File: config.mk
export PLATFORM = sky130hd
export DESIGN_NAME = regfile_writeback
export DESIGN_NICKNAME = d
export VERILOG_FILES = /design/src/rtl/regfile_writeback_pkg.sv /design/src/rtl/regfile_writeback_wb_fifo.sv /design/src/rtl/regfile_writeback.sv
export SDC_FILE = /design/constraint.sdc
export NUM_CORES = 1
export LEC_CHECK = 0
export CORE_ASPECT_RATIO = 1.75
export CORE_MARGIN = 2
export CORE_UTILIZATION = 55
export DETAILED_ROUTE_END_ITERATION = 8
export PLACE_DENSITY = 0.85
export SETUP_SLACK_MARGIN = 0.02
export SYNTH_ARGS = -nofsm -noshare
export SYNTH_HDL_FRONTEND = slang
export SYNTH_HIERARCHICAL = 1
export SYNTH_SLANG_ARGS = --single-unit
File: constraint.sdc
create_clock -name clk -period 3.1 [get_ports clk]
set_input_delay 0.62 -clock clk [delete_from_list [all_inputs] [get_ports clk]]
set_output_delay 0.62 -clock clk [all_outputs]
set_load 0.01 [all_outputs]
File: src/rtl/regfile_writeback_pkg.sv
// Shared types for the integer register-file write side.
// The wb_req_t struct is also used by the decode hazard logic.
package regfile_writeback_pkg;
  localparam int REG_IDX_W = 5;
  localparam int XLEN      = 32;
  localparam int NUM_REGS  = 32;

  typedef struct packed {
    logic [REG_IDX_W-1:0] rd;
    logic [XLEN-1:0]      data;
  } wb_req_t;

  function automatic logic [NUM_REGS-1:0] rd_onehot(input logic [REG_IDX_W-1:0] rd);
    rd_onehot     = '0;
    rd_onehot[rd] = 1'b1;
  endfunction
endpackage

File: src/rtl/regfile_writeback_wb_fifo.sv
// Synchronous FIFO for long-latency results.
// Also exposes a per-entry valid/rd view used to build the busy mask.
module wb_fifo
  import regfile_writeback_pkg::*;
#(
  parameter int DEPTH = 4
) (
  input  logic                              clk,
  input  logic                              rst,
  input  logic                              push,
  input  logic [REG_IDX_W-1:0]              push_rd,
  input  logic [XLEN-1:0]                   push_data,
  input  logic                              pop,
  output logic [REG_IDX_W-1:0]              head_rd,
  output logic [XLEN-1:0]                   head_data,
  output logic [$clog2(DEPTH):0]            count,
  output logic [DEPTH-1:0]                  entry_vld,
  output logic [DEPTH-1:0][REG_IDX_W-1:0]   entry_rd
);
  localparam int PTR_W = $clog2(DEPTH);
  localparam int CNT_W = PTR_W + 1;

  wb_req_t [DEPTH-1:0] mem_q, mem_d;
  logic [PTR_W-1:0]    wr_ptr_q, wr_ptr_d;
  logic [PTR_W-1:0]    rd_ptr_q, rd_ptr_d;
  logic [CNT_W-1:0]    count_q, count_d;

  always_comb begin
    mem_d    = mem_q;
    wr_ptr_d = wr_ptr_q;
    rd_ptr_d = rd_ptr_q;
    count_d  = count_q;
    if (push) begin
      mem_d[wr_ptr_q].rd   = push_rd;
      mem_d[wr_ptr_q].data = push_data;
      wr_ptr_d             = wr_ptr_q + PTR_W'(1);
    end
    if (pop) rd_ptr_d = rd_ptr_q + PTR_W'(1);
    case ({push, pop})
      2'b10:   count_d = count_q + CNT_W'(1);
      2'b01:   count_d = count_q - CNT_W'(1);
      default: count_d = count_q;
    endcase
  end

  always_ff @(posedge clk) begin
    if (rst) begin
      mem_q    <= '0;
      wr_ptr_q <= '0;
      rd_ptr_q <= '0;
      count_q  <= '0;
    end else begin
      mem_q    <= mem_d;
      wr_ptr_q <= wr_ptr_d;
      rd_ptr_q <= rd_ptr_d;
      count_q  <= count_d;
    end
  end

  assign head_rd   = mem_q[rd_ptr_q].rd;
  assign head_data = mem_q[rd_ptr_q].data;
  assign count     = count_q;

  // Slot i is live when its distance past the read pointer is below the occupancy.
  for (genvar i = 0; i < DEPTH; i++) begin : g_ent
    logic [PTR_W-1:0] offs;
    assign offs         = PTR_W'(i) - rd_ptr_q;
    assign entry_vld[i] = {1'b0, offs} < count_q;
    assign entry_rd[i]  = mem_q[i].rd;
  end
endmodule

File: src/rtl/regfile_writeback.sv
// Register-file write port owner: ALU results take priority, buffered
// load/mul results drain through a FIFO with a starvation guard.
module regfile_writeback
  import regfile_writeback_pkg::*;
#(
  parameter int DEPTH        = 4,
  parameter int STARVE_LIMIT = 8
) (
  input  logic                   clk,
  input  logic                   rst,
  input  logic                   a_valid,
  output logic                   a_ready,
  input  logic [4:0]             a_rd,
  input  logic [31:0]            a_data,
  input  logic                   b_valid,
  output logic                   b_ready,
  input  logic [4:0]             b_rd,
  input  logic [31:0]            b_data,
  output logic                   wb_en,
  output logic [4:0]             wb_rd,
  output logic [31:0]            wb_data,
  output logic [31:0]            busy_mask,
  output logic [$clog2(DEPTH):0] fifo_count
);
  localparam int CNT_W = $clog2(DEPTH) + 1;
  localparam int ST_W  = $clog2(STARVE_LIMIT + 1);

  logic [ST_W-1:0]                starve_q, starve_d;
  logic                           wb_en_q, wb_en_d;
  logic [REG_IDX_W-1:0]           wb_rd_q, wb_rd_d;
  logic [XLEN-1:0]                wb_data_q, wb_data_d;
  logic                           fifo_empty, grant_a, pop, push;
  logic [REG_IDX_W-1:0]           head_rd;
  logic [XLEN-1:0]                head_data;
  logic [DEPTH-1:0]               entry_vld;
  logic [DEPTH-1:0][REG_IDX_W-1:0] entry_rd;

  wb_fifo #(.DEPTH(DEPTH)) u_fifo (
    .clk       (clk),
    .rst       (rst),
    .push      (push),
    .push_rd   (b_rd),
    .push_data (b_data),
    .pop       (pop),
    .head_rd   (head_rd),
    .head_data (head_data),
    .count     (fifo_count),
    .entry_vld (entry_vld),
    .entry_rd  (entry_rd)
  );

  assign fifo_empty = (fifo_count == '0);
  assign a_ready    = (starve_q != ST_W'(STARVE_LIMIT));
  assign b_ready    = (fifo_count < CNT_W'(DEPTH));
  assign grant_a    = a_valid && a_ready;
  assign pop        = !grant_a && !fifo_empty;
  // rd 0 results are accepted but never buffered.
  assign push       = b_valid && b_ready && (b_rd != '0);

  always_comb begin
    wb_en_d   = 1'b0;
    wb_rd_d   = wb_rd_q;
    wb_data_d = wb_data_q;
    starve_d  = starve_q;
    if (grant_a) begin
      if (a_rd != '0) begin
        wb_en_d   = 1'b1;
        wb_rd_d   = a_rd;
        wb_data_d = a_data;
      end
    end else if (pop) begin
      wb_en_d   = 1'b1;
      wb_rd_d   = head_rd;
      wb_data_d = head_data;
    end
    if (pop || fifo_empty) starve_d = '0;
    else if (grant_a)      starve_d = starve_q + ST_W'(1);
  end

  always_ff @(posedge clk) begin
    if (rst) begin
      starve_q  <= '0;
      wb_en_q   <= 1'b0;
      wb_rd_q   <= '0;
      wb_data_q <= '0;
    end else begin
      starve_q  <= starve_d;
      wb_en_q   <= wb_en_d;
      wb_rd_q   <= wb_rd_d;
      wb_data_q <= wb_data_d;
    end
  end

  always_comb begin
    busy_mask = '0;
    for (int i = 0; i < DEPTH; i++)
      if (entry_vld[i]) busy_mask = busy_mask | rd_onehot(entry_rd[i]);
    busy_mask[0] = 1'b0;
  end

  assign wb_en   = wb_en_q;
  assign wb_rd   = wb_rd_q;
  assign wb_data = wb_data_q;
endmodule
==> flow_summary.toml, run 1 <==
[setup_path]
path_max_fanout = 5
critical_path.max_stage_delay_ns = 0.37
end_kind = "output port"
arrival_ns = 2.51
rr_worst_depth = 11
r2r_end = "u_fifo/count[2]$_SDFFE_PP0P_"
critPathMostFrequentCell = "buf_6"
r2r-start = "starve_q[0]$_SDFFE_PP0P_"
path_buf_inv = 4
path_cells = "xnor2_4 > inv_2 > ha_4 > a21oi_2 > or2_4 > buf_6 > nand4b_1 > buf_6 > o22ai_4 > a221o_1 > buf_2"
worstPathRequired_ns = 2.48
r2r_slack_ns = 0.56
crit_family = "buffers and inverters"
cpMaxStageDelayCell = "dfxtp_4"
critical_path_class = "reg2out"
setup.worst_path.start_class = "flop"

[floorplanning]
rows = 65
ios = 153
coreArea_um2 = 18100
die-height_um = 184
die_w_um = 107
initial_core_util_pct = 56.2
dieArea_um2 = 19700

[power_and_ir_drop]
clock_power_share_pct = 24.8
p_per_area_nw_per_um2 = 694
comb_power_share_pct = 39.0
intPower_w = 0.00561
irDropWorstVdd_uv = 431
leakagePower_nw = 4.40
p_sw_w = 0.00312
p_seq_share_pct = 36.2
p_sw_share_pct = 35.8

[yosys]
synth_cells = 1131
syn_nets = 1221
synth_seq_cells = 197
synth_area_per_cell_um2 = 9.02
synth.cells.most_frequent = "317 x nand2_1, 197 x dfxtp_1, 103 x a21oi_1, 90 x a21oi_2, 38 x mux2i_1"
yosysTopAreaCellShare_pct = 38.7
netlist_area_um2 = 10200
synth_seq_area_share_pct = 38.7
synth_area_leader_cell = "dfxtp_1"
async_flop_share_pct = 0
ys_warn_count = 6
yosys_most_used_dff = "dfxtp_1"
synth_most_common_cell = "nand2_1"
synth.area.top_cells = "dfxtp_1 39%, nand2_1 12%, a21oi_2 7.7%, mux4_2 7.5%, a21oi_1 5.1%"
yosysUniqueCellTypes = 54
synth-edff-count = 0

[worst_hold_path]
hold_depth = 2
min-delay-start = "u_fifo/mem_q[49]$_SDFFE_PP0P_"
hold_class = "reg2reg"
hold_path_end = "u_fifo/mem_q[49]$_SDFFE_PP0P_"

[clocking]
htreeDepth = 4
cts_buffers = 17
cts_root_buf = "clkbuf_16"
tritoncts = "done"
clockBufferDepth = 2
cts.reportedPaths.clkPinSlew_ns = 0.07
cts.sinks = 197
clkLatencyLatePin_ns = 0.43
holdBufCountCts = 0

[sta]
fin_crit_ns = 3.13
max_freq_ghz = 0.319
slew_viol_final = 0
timing.final.crit_share_pct = 101
fin_ws_ns = -0.0331
tightest_slew_ns = 0.758
slew_headroom_pct = 49.4
rsz0062_at_grt = "yes"
finalClockSkew_ns = 0.00947
setup_viol = 3
hold_viol = 0

[routing]
wire_per_inst_um = 22.5
vias = 9367
route.met3.wl_um = 2430
viasPerCell = 6.22
detail-route-antenna-nets = 0
first_pass_iters = 9
dr.first_iter.drc_count = 742
routed-wl-met2_um = 17400
wl_met1_um = 11500
drt-total-wl_um = 33900
top_layer = "met4"
drc = 1

[global_route]
grt_max_degree = 79
grt_first_pass_wirelength_um = 51600
grt.total_usage_pct = 34.3
grt_pass1_vias = 9565
grt_overflow = 0
antenna_found_initial = 0

[placed_design]
dp_hpwl_um = 22000
dpl_cell_area_um2 = 11700
numPortBuffers = 151
dp_cells = 1464
place_congestion = 1.06

[layout]
fin_nets = 1349
drive_gt1_share_pct = 26.2
area_delta_synth_final_pct = 23.4
fin_cells = 1506
diodes = 0
fin_area_um2 = 12600

[job]
max-cap-violations = 0

[run_status]
violations = "DRC, setup timing"
outcome = "finished, violations left"
==> kinds of logic (layout without fill, tap and decap cells) <==
kind of cell             count (synthesis)  after routing  share of synthesized area, %
adder cells (fa/ha/maj)                 12             12                          1.55
flip-flops                             197            197                          38.7
other                                    1              1                        0.0368
AO/OA/AOI/OAI                          293            293                          21.6
AND/OR/NAND/NOR                        429            429                          18.0
multiplexers                            75             75                          12.0
buffers and inverters                  116            257                          7.51
XOR/XNOR                                 8              8                         0.687
==> cell usage in the layout, fill, tap and decap left out, types with 18 or more instances in the layout <==
cell type / Yosys / routed
nand2_1: 317 / 311
dfxtp_1: 197 / 194
clkdlybuf4s50_1: 0 / 119
a21oi_1: 103 / 101
a21oi_2: 90 / 92
buf_4: 29 / 53
mux2i_1: 38 / 38
mux4_2: 34 / 34
nor2_1: 31 / 29
a211oi_2: 20 / 20
buf_2: 31 / 18
==> layout make-up <==
cell class              instances  area [um2]
clock inverters                11         119
inverters                      11        41.3
fillers                      1387        5550
clock buffers                  21         460
repair buffers                214        1950
multi-input cells             818        5780
well taps                     234         293
flip-flops and latches        197        3950
==> layer usage <==
layer / GRT usage [%] / up-vias
li1: - / 4195
met4: 26.8 / 0
met1: 35.6 / 4506
met3: 6.97 / 170
met2: 59.6 / 496
met5: 0 / -
==> through the flow <==
| step | power [W] | setup WS (ns) | utilization [%] | hold slack (ns) | setup TNS [ns] |
|---|---|---|---|---|---|
| after CTS | 0.00853 | -0.0371 | 68.6 | 0.454 | -0.0406 |
| after floorplan | 0.00512 | 0.169 | - | 0.430 | 0 |
| final | 0.00873 | -0.0331 | 69.4 | 0.459 | -0.0875 |
| after global placement | 0.00616 | 0.0142 | 64.8 | 0.438 | 0 |
| after global routing | 0.00906 | -0.118 | 69.4 | 0.473 | -0.795 |
| after detailed placement | 0.00622 | -0.0518 | 64.8 | 0.445 | -0.0518 |
==> sequential cells by signal, indices dropped and copies added (netlist names) <==
register	count
u_fifo/wr_ptr_q	2
u_fifo/count	3
u_fifo/entry_rd	20
starve_q	4
u_fifo/mem_q	128
wb_rd	5
wb_en	1
u_fifo/rd_ptr_q	2
wb_data	32
==> power by group through the flow <==
| stage | Sequential (W) | Combinational [W] | Clock [W] |
|---|---|---|---|
| after floorplan | 0.00318 | 0.00194 | 0 |
| after global placement | 0.00317 | 0.00299 | 0 |
| after detailed placement | 0.00318 | 0.00303 | 0 |
| after CTS | 0.00314 | 0.00320 | 0.00219 |
| after global routing | 0.00320 | 0.00357 | 0.00229 |
| final | 0.00316 | 0.00341 | 0.00217 |
==> worst max-delay path by stage <==
stage	start	to	slack, ns	depth (start not counted)
after floorplan	u_fifo/rd_ptr_q[0]$_SDFFE_PP0P_	busy_mask[12]	0.17	11
after global placement	b_rd[1]	u_fifo/count[2]$_SDFFE_PP0P_	0.01	10
after detailed placement	b_rd[1]	u_fifo/count[2]$_SDFFE_PP0P_	-0.05	10
after CTS	u_fifo/rd_ptr_q[1]$_SDFFE_PP0P_	busy_mask[19]	-0.04	10
after global routing	u_fifo/rd_ptr_q[1]$_SDFFE_PP0P_	busy_mask[30]	-0.12	11
final	u_fifo/rd_ptr_q[1]$_SDFFE_PP0P_	busy_mask[30]	-0.03	11
==> worst min-delay path, delay by kind of cell, from the launching register on <==
kind               cells  cell delay, ns
AOI/OAI and AO/OA      1            0.05
DFF                    1            0.31
and+or+nand+nor        1            0.05
==> what timing repair did <==
| action | in CTS | in global routing |
|---|---|---|
| resized for setup | 119 | 64 |
| hold endpoints to repair | 0 | 0 |
| endpoints found under the setup margin | 31 | 31 |
| buffers inserted | 8 | 3 |
| pin swaps | 5 | 11 |
Power figures use the tool's default switching activity.
==> run 2, diff against run 1 <==
--- a/config.mk
+++ b/config.mk
@@ -9,9 +9,9 @@
 export CORE_MARGIN = 2
 export CORE_UTILIZATION = 55
 export DETAILED_ROUTE_END_ITERATION = 8
-export PLACE_DENSITY = 0.85
+export PLACE_DENSITY_LB_ADDON = 0.12
 export SETUP_SLACK_MARGIN = 0.02
+export SKIP_LAST_GASP = 1
 export SYNTH_ARGS = -nofsm -noshare
 export SYNTH_HDL_FRONTEND = slang
-export SYNTH_HIERARCHICAL = 1
 export SYNTH_SLANG_ARGS = --single-unit
==> flow_summary.toml, run 2 <==
[worst_hold_path]
hold_class = "reg2reg"
min-delay-start = "u_fifo.mem_q[27]$_SDFFE_PP0P_"

[job]
max-cap-violations = 0

[setup_path]
end_kind = "output port"
worstPathRequired_ns = 2.48
r2r_end = "u_fifo.count[2]$_SDFFE_PP0P_"
arrival_ns = 2.51
startpoint = "u_fifo.rd_ptr_q[1]$_SDFFE_PP0P_"
path_buf_inv = 2
critical_path.max_stage_delay_ns = 0.37
cpMaxStageDelayCell = "dfxtp_4"
setup.worst_path.start_class = "flop"
path_max_fanout = 4
r2r-start = "u_fifo.count[2]$_SDFFE_PP0P_"
path_cells = "xnor2_2 > ha_1 > buf_4 > nand2b_2 > o2111a_1 > a22oi_1 > o221ai_1 > dlygate4sd2_1"
crit_path_end = "busy_mask[4]"
r2r_slack_ns = 0.64
crit_family = "compound AO/OA/AOI/OAI gates"
path_depth = 8
rr_worst_depth = 10
critical_path_class = "reg2out"

[sta]
tightest_slew_ns = 0.724
fin_crit_ns = 3.13
finalClockSkew_ns = 0.0147
max_freq_ghz = 0.320
slew_viol_final = 0
timing.final.crit_share_pct = 101
hold_ws_ns = 0.455
rsz0062_at_grt = "yes"
setup_viol = 4
slew_headroom_pct = 51.7
fin_ws_ns = -0.0293
hold_viol = 0

[global_route]
grt_pass1_vias = 9515
grt.total_usage_pct = 31.7
antenna_found_initial = 0
grt_first_pass_wirelength_um = 48500
grt_overflow = 0
grt_max_degree = 95

[floorplanning]
die-height_um = 182
rows = 65
die_w_um = 106
ios = 153
initial_core_util_pct = 55.7
dieArea_um2 = 19300
coreArea_um2 = 17900

[layout]
fin_area_um2 = 12800
final_util_pct = 71.3
diodes = 0
fin_cells = 1603
fill_cells = 1425
area_delta_synth_final_pct = 28.0
layout_commonest_cell = "nand2_1"
drive_gt1_share_pct = 16.9
largest_register = "u_fifo.mem_q"
largest_register_ff_count = 128
final_cell_mix = "377 x nand2_1, 213 x a21oi_1, 193 x dfxtp_1"
fin_nets = 1446

[clocking]
cts.reportedPaths.clkPinSlew_ns = 0.07
htreeDepth = 4
cts.sinks = 197
clkLatencyLatePin_ns = 0.45
cts_root_buf = "clkbuf_16"
cts_buffers = 17
clockBufferDepth = 2
tritoncts = "done"
holdBufCountCts = 0

[power_and_ir_drop]
leakagePower_nw = 4.49
clock_power_share_pct = 24.3
p_per_area_nw_per_um2 = 699
power_w = 0.00892
intPower_w = 0.00540
comb_power_share_pct = 41.5
irDropWorstVdd_uv = 673
p_seq_share_pct = 34.2
p_sw_share_pct = 39.4
p_sw_w = 0.00352

[placed_design]
dp_hpwl_um = 20300
numPortBuffers = 151
place_congestion = 1.10
dpl_cell_area_um2 = 11800
dp_cells = 1557

[routing]
wl_met1_um = 11400
top_layer = "met4"
viasPerCell = 6.14
vias = 9849
drc = 0
detail-route-antenna-nets = 0
routed-wl-met2_um = 15700
first_pass_iters = 5
dr.first_iter.drc_count = 746
wire_per_inst_um = 19.2
route.met3.wl_um = 2230
drt-total-wl_um = 30700

[yosys]
synth.area.top_cells = "dfxtp_1 40%, nand2_1 14%, a21oi_1 11%, mux4_2 8.4%, a221oi_1 2.8%"
synth_seq_area_share_pct = 39.5
synth-edff-count = 0
async_flop_share_pct = 0
synth_cells = 1212
ys_warn_count = 0
yosysTopAreaCellShare_pct = 39.5
synth_seq_cells = 197
synth_area_per_cell_um2 = 8.23
yosys_most_used_dff = "dfxtp_1"
syn_nets = 1302
yosysUniqueCellTypes = 61
synth_most_common_cell = "nand2_1"
netlist_area_um2 = 9970
synth_area_leader_cell = "dfxtp_1"
synth.cells.most_frequent = "378 x nand2_1, 213 x a21oi_1, 197 x dfxtp_1, 47 x clkbuf_1, 37 x mux4_2"

[run_status]
outcome = "finished, violations left"
violations = "setup timing"
-- run 2: cell types whose count changed after synthesis, sizes merged, moves of 7 or more --
cell and delta:
clkbuf +30, a211oi -34, a2111oi +12, a221oi +32, nor3 +7, o211ai +8
nor2 -7, buf -35, a21oi +22, inv +8, nand2 +57, mux2i -36
-- run 2: worst register-to-register path, stage by stage (launching register included) --
cell and delay [ns]:
dfxtp_2 0.56, buf_4 0.21, nor3_2 0.08, a21oi_1 0.15
buf_4 0.18, ha_1 0.19, inv_1 0.06, fa_1 0.37
xor2_1 0.16, or3_1 0.30, a21oi_1 0.13
-- run 2: worst min path at each step --
stage | end | slack (ns) | cells past startpoint
after floorplan | starve_q[0]$_SDFFE_PP0P_ | 0.43 | 1
after global placement | u_fifo.mem_q[103]$_SDFFE_PP0P_ | 0.44 | 2
after detailed placement | u_fifo.mem_q[115]$_SDFFE_PP0P_ | 0.44 | 2
after CTS | u_fifo.mem_q[121]$_SDFFE_PP0P_ | 0.45 | 2
after global routing | u_fifo.mem_q[93]$_SDFFE_PP0P_ | 0.47 | 2
final | u_fifo.mem_q[27]$_SDFFE_PP0P_ | 0.45 | 2
-- run 2: repair_timing --
item / in CTS / in global routing
endpoints found under the setup margin: 31 / 31
pin swaps: 7 / 10
resized for setup: 86 / 67
setup buffers: 9 / 5
-- run 2: per-stage QoR --
stage / TNS, ns / worst slack (ns)
after floorplan: 0 / 0.0256
after global placement: -1.52 / -0.127
after detailed placement: -2.47 / -0.162
after CTS: -0.731 / -0.226
after global routing: -0.907 / -0.105
final: -0.0804 / -0.0293
-- run 2: cell families (layout without fill, tap and decap cells) --
logic type / count (synthesis) / after routing / synth area share (%)
AO/OA/AOI/OAI: 348 / 348 / 22.8
multiplexers: 39 / 39 / 8.59
other: 1 / 1 / 0.0376
buffers and inverters: 119 / 276 / 6.01
AND/OR/NAND/NOR: 489 / 489 / 20.8
adder cells (fa/ha/maj): 12 / 12 / 1.58
flip-flops: 197 / 197 / 39.5
XOR/XNOR: 7 / 7 / 0.615
-- run 2: per-layer routing --
| metal | global-route usage, % | vias up |
|---|---|---|
| li1 | - | 4585 |
| met1 | 36.7 | 4687 |
| met3 | 5.29 | 104 |
| met4 | 14.8 | 0 |
| met2 | 56.6 | 473 |
| met5 | 0 | - |
-- run 2: power by group through the flow --
stage / registers [W] / clock network [W] / logic, W
2_1_floorplan: 0.00305 / 0 / 0.00195
3_3_place_gp: 0.00305 / 0 / 0.00300
3_5_place_dp: 0.00307 / 0 / 0.00304
4_1_cts: 0.00303 / 0.00218 / 0.00334
5_1_grt: 0.00308 / 0.00229 / 0.00394
6_report: 0.00305 / 0.00217 / 0.00370
-- run 2: cell type report --
| type | instances | area (um2) | area share [%] |
|---|---|---|---|
| Clock buffer | 17 | 425 | 3.33 |
| Multi-Input combinational cell | 896 | 5800 | 45.4 |
| Tap cell | 234 | 293 | 2.29 |
| Timing Repair Buffer | 225 | 2060 | 16.2 |
| Clock inverter | 15 | 160 | 1.25 |
| Sequential cell | 197 | 3950 | 31.0 |
| Inverter | 19 | 73.8 | 0.578 |
